`config.mk`:
```
export PLATFORM = sky130hd
export DESIGN_NAME = amm_rr_arbiter
export DESIGN_NICKNAME = d
export VERILOG_FILES = /design/src/rtl/amm_rr_arbiter.sv
export SDC_FILE = /design/constraint.sdc
export NUM_CORES = 1
export LEC_CHECK = 0
export BUFFER_PORTS_ARGS = -buffer_cell sky130_fd_sc_hd__buf_2
export CAP_MARGIN = 20
export CORE_AREA = 3 3 108 110
export CTS_BUF_LIST = sky130_fd_sc_hd__clkbuf_2 sky130_fd_sc_hd__clkbuf_4 sky130_fd_sc_hd__clkbuf_8
export CTS_CLUSTER_DIAMETER = 120
export DETAILED_ROUTE_END_ITERATION = 10
export DIE_AREA = 0 0 111 113
export PLACE_DENSITY = 0.58
export SLEW_MARGIN = 25
export SYNTH_ARGS = -nofsm -noshare
export SYNTH_HDL_FRONTEND = slang
export SYNTH_SLANG_ARGS = --single-unit
```
`constraint.sdc`:
```
create_clock -name clk -period 2.7 [get_ports clk]
set_input_delay 0.405 -clock clk [delete_from_list [all_inputs] [get_ports clk]]
set_output_delay 0.405 -clock clk [all_outputs]
set_load 0.01 [all_outputs]
```
`src/rtl/amm_rr_arbiter.sv`:
```
// Round-robin arbiter sharing one Avalon-MM slave among NUM_M single-beat masters; grant is registered one edge after request.
// Latency: request seen at edge N is driven on m_* from N+1; the granted master sees the slave's waitrequest, all others are held at 1.
module amm_rr_arbiter #(
  parameter int NUM_M = 2,
  parameter int AW    = 32,
  parameter int DW    = 32,
  localparam int BW   = DW / 8
) (
  input  logic                  clk,
  input  logic                  reset_n,
  input  logic [NUM_M*AW-1:0]   s_address,
  input  logic [NUM_M*BW-1:0]   s_byteenable,
  input  logic [NUM_M*DW-1:0]   s_writedata,
  input  logic [NUM_M-1:0]      s_read,
  input  logic [NUM_M-1:0]      s_write,
  output logic [NUM_M-1:0]      s_waitrequest,
  output logic [DW-1:0]         s_readdata,
  output logic [AW-1:0]         m_address,
  output logic [BW-1:0]         m_byteenable,
  output logic [DW-1:0]         m_writedata,
  output logic                  m_read,
  output logic                  m_write,
  input  logic                  m_waitrequest,
  input  logic [DW-1:0]         m_readdata,
  output logic [NUM_M-1:0]      grant
);

  localparam int IW = (NUM_M > 1) ? $clog2(NUM_M) : 1;

  typedef enum logic {IDLE = 1'b0, BUSY = 1'b1} state_e;

  state_e           state_q;
  logic [NUM_M-1:0] grant_q;
  logic [IW-1:0]    gidx_q;
  logic [IW-1:0]    ptr_q;

  logic [NUM_M-1:0] req;
  logic [IW-1:0]    gidx_d;
  logic [IW-1:0]    ptr_d;
  logic [IW-1:0]    hi_idx;
  logic [IW-1:0]    lo_idx;
  logic             hi_vld;
  logic             lo_vld;
  logic             busy;
  logic             g_rd;
  logic             g_wr;
  logic             done;
  logic             abandon;

  assign req = s_read | s_write;

  // lo_* is the lowest requester overall, hi_* the lowest at or above the pointer; hi wins, lo covers the wrap.
  always_comb begin
    hi_vld = 1'b0;
    lo_vld = 1'b0;
    hi_idx = '0;
    lo_idx = '0;
    for (int j = NUM_M - 1; j >= 0; j--) begin
      if (req[j]) begin
        lo_vld = 1'b1;
        lo_idx = IW'(j);
        if (IW'(j) >= ptr_q) begin
          hi_vld = 1'b1;
          hi_idx = IW'(j);
        end
      end
    end
  end

  assign gidx_d = hi_vld ? hi_idx : lo_idx;
  assign ptr_d  = (gidx_q == IW'(NUM_M - 1)) ? '0 : gidx_q + IW'(1);

  always_comb begin
    m_address    = '0;
    m_byteenable = '0;
    m_writedata  = '0;
    g_rd         = 1'b0;
    g_wr         = 1'b0;
    for (int j = 0; j < NUM_M; j++) begin
      if (gidx_q == IW'(j)) begin
        m_address    = s_address[j*AW +: AW];
        m_byteenable = s_byteenable[j*BW +: BW];
        m_writedata  = s_writedata[j*DW +: DW];
        g_rd         = s_read[j];
        g_wr         = s_write[j];
      end
    end
  end

  assign busy          = (state_q == BUSY);
  assign m_read        = busy & g_rd;
  assign m_write       = busy & g_wr & ~g_rd;
  assign s_readdata    = m_readdata;
  assign s_waitrequest = busy ? (~grant_q | {NUM_M{m_waitrequest}}) : '1;
  assign grant         = grant_q;

  assign done    = busy & (m_read | m_write) & ~m_waitrequest;
  assign abandon = busy & ~(g_rd | g_wr);

  always_ff @(posedge clk or negedge reset_n) begin
    if (!reset_n) begin
      state_q <= IDLE;
      grant_q <= '0;
      gidx_q  <= '0;
      ptr_q   <= '0;
    end else begin
      case (state_q)
        IDLE: begin
          if (lo_vld) begin
            state_q <= BUSY;
            gidx_q  <= gidx_d;
            grant_q <= NUM_M'(1) << gidx_d;
          end
        end
        BUSY: begin
          if (done || abandon) begin
            state_q <= IDLE;
            grant_q <= '0;
            ptr_q   <= ptr_d;
          end
        end
        default: begin
          state_q <= IDLE;
          grant_q <= '0;
        end
      endcase
    end
  end

endmodule

```
==> flow_metrics.tcl <==
set metrics [dict create \
    synthFlopType "dfrtp_1" \
    drv_slew 0 \
    setup_viol 0 \
    syn-num-nets 320 \
    port_buffers 216 \
    finish.net_count 502 \
    power.density_nw_per_um2 712.3 \
    cts_sinks 5 \
    grt_usage_pct 9.381 \
    post-route-period-util_pct 83.97 \
    comb_power_share_pct 71.6 \
    ys_seq_elements 5 \
    clock_path_buffers 2 \
    pwr-share-seq_pct 19.9 \
    worstSetupEndpoint "m_address[0]" \
    ys_seq_area_share_pct 9.033 \
    synth_edf_count 0 \
    grt_pass1_vias 1822 \
    cts_setup_buffers 0 \
    netSwitchingFraction_pct 43.33 \
    layout_commonest_cell "buf_2" \
    path_max_fanout 75 \
    worst_slack_ns 0.4327 \
    fin_util_pct 22.24 \
    drive_gt1_share_pct 88.96 \
    worst_path_max_delay_cell "dfrtp_4" \
    cp_slowest_stage_delay_ns 1.00 \
    fp.dieW_um 111 \
    rr_startpoint "gidx_q" \
    critPathKind "flip-flop to output pin" \
    ant_nets 0 \
    layout_min_cycle_time_ns 2.267 \
    antenna_found_initial 1 \
    max_freq_mhz 441.1 \
    vias 1790 \
    start_util_pct 12.83 \
    dieArea_um2 12540 \
    die_h_um 113 \
    drt_pass1_iterations 4 \
    post_drt_wl_per_cell_um 13.94 \
    rsz0062_at_grt "no" \
    synth_area_per_cell_um2 9.552 \
    gp_congestion 0.8059 \
    grt_remaining_overflow 0 \
    via_per_inst 3.841 \
    arrival_ns 1.86 \
    clk_latency_ns 0.22 \
    numCtsBuffers 3 \
    end_kind "output pin" \
    timing.rr.end "grant[0]" \
    drc 0 \
    hold_violations 0 \
    register_area_um2 128.9 \
    hold_buffers 1 \
    syn_area_um2 1385 \
    coreArea_um2 10790 \
    skew_ns 0.003289 \
    multiInputGateArea_um2 952.2 \
    cts_root_buf "clkbuf_8" \
    htreeDepth 1 \
    slew_headroom_pct 40.63 \
    wirelength_um 6494 \
    clkTransAtPathRegs_ns 0.04 \
    startpoint_type "flip-flop" \
    power.share.clock_pct 8.5 \
    synth_cell_types 21 \
    io_pins 281 \
    mostFrequentLayoutCells "216 x buf_2, 68 x mux2_2, 5 x a21oi_1" \
    setup_tns_ns 0 \
    r2r_setup_slack_ns 0.84 \
    path_cells "mux2_2 -> buf_2" \
    diodes 0 \
    cp.required_ns 2.30 \
    ir_drop_mv 0.6050 \
    yosysWarnings 0 \
    n_fill_cell 1211 \
    dpl.hpwl_um 5814 \
    worst_slew_pin_slew_ns 0.8905 \
    internal_power_uw 968.7 \
    drt_iter0_markers 22 \
    row_count 38 \
    r2r.worst_path.cells 3 \
    grt_pass1_wl_um 9542 \
    cts_tree "built" \
    area_delta_synth_final_pct 73.26 \
    cap_violations 0 \
    pre_cts_ws_ns 0.6176 \
    startpoint "gidx_q" \
    synth_cells 145 \
    hp-class "primary input to flip-flop" \
    async_flop_share_pct 100.0 \
    p_leak_uw 0.001279 \
    cts_resized 0 \
    grt_start_max_net_pins 76 \
    p_sw_uw 740.7 \
    status "finished, final reports clean" \
]
## cells in the mapped netlist (2+ instances only)
cell	count	area (um^2)
mux2_2	68	765.7
buf_4	39	292.8
a21oi_1	5	25.02
dfrtp_1	5	125.1
nand2_1	4	15.01
nor2_1	4	15.01
o21ai_0	3	15.01
a221o_1	2	20.02
nor2b_1	2	12.51
o21a_1	2	15.01
## critical path, delay by kind of cell, from the launching register on
family,cells,cell delay (ns)
flip-flops,1,1.00
multiplexers,1,0.45
buffers and inverters,1,0.16
## metal layers
layer	wire, um	GRT usage [%]	up-vias
met5	0	0	-
met2	3495	18.28	117
met3	600	2.674	16
met4	70	1.888	0
li1	-	-	850
met1	2328	10.04	807
## state kept, by name (all words and copies together) (netlist names)
name,cells
grant,2
busy,1
ptr_q,1
gidx_q,1
## cell families after synthesis
group                  count (synthesis)  synth area share [%]
and+or+nand+nor                       14                 5.058
AOI/OAI and AO/OA                     16                 7.678
muxes                                 69                 56.01
DFF                                    5                 9.033
buffers and inverters                 41                 22.22
## power groups by stage
stage | registers [uW] | clock network [uW] | logic (uW)
floorplan | 153 | 0 | 1030
global placement | 334 | 0 | 1230
detailed placement | 352 | 0 | 1240
CTS | 349 | 149 | 1250
global route | 379 | 160 | 1320
finish | 340 | 145 | 1220
## worst min path at each step
stage | startpoint | to | slack, ns | cells after the start
2_1_floorplan | reset_n | busy | 0.11 | 0
3_3_place_gp | reset_n | grant[1] | 0.23 | 1
3_5_place_dp | reset_n | grant[0] | 0.23 | 1
4_1_cts | m_waitrequest | busy | 0.45 | 2
5_1_grt | m_waitrequest | busy | 0.45 | 2
6_report | m_waitrequest | busy | 0.46 | 2
## final cells by class
class	count	area share (%)
Clock buffer	4	2.033
Sequential cell	5	5.370
Tap cell	140	7.299
Multi-Input combinational cell	99	39.68
Timing Repair Buffer	217	45.46
Inverter	1	0.1564
## per-stage QoR
step,instances,hold slack (ns),power (uW),area [um^2]
after floorplan,145,0.1094,1178,1385
after CTS,466,0.4519,1749,2400
after global routing,466,0.4504,1864,2400
after global placement,461,0.2252,1568,2341
after detailed placement,461,0.2258,1594,2341
final,466,0.4576,1709,2400
(Power assumes the default switching activity.)
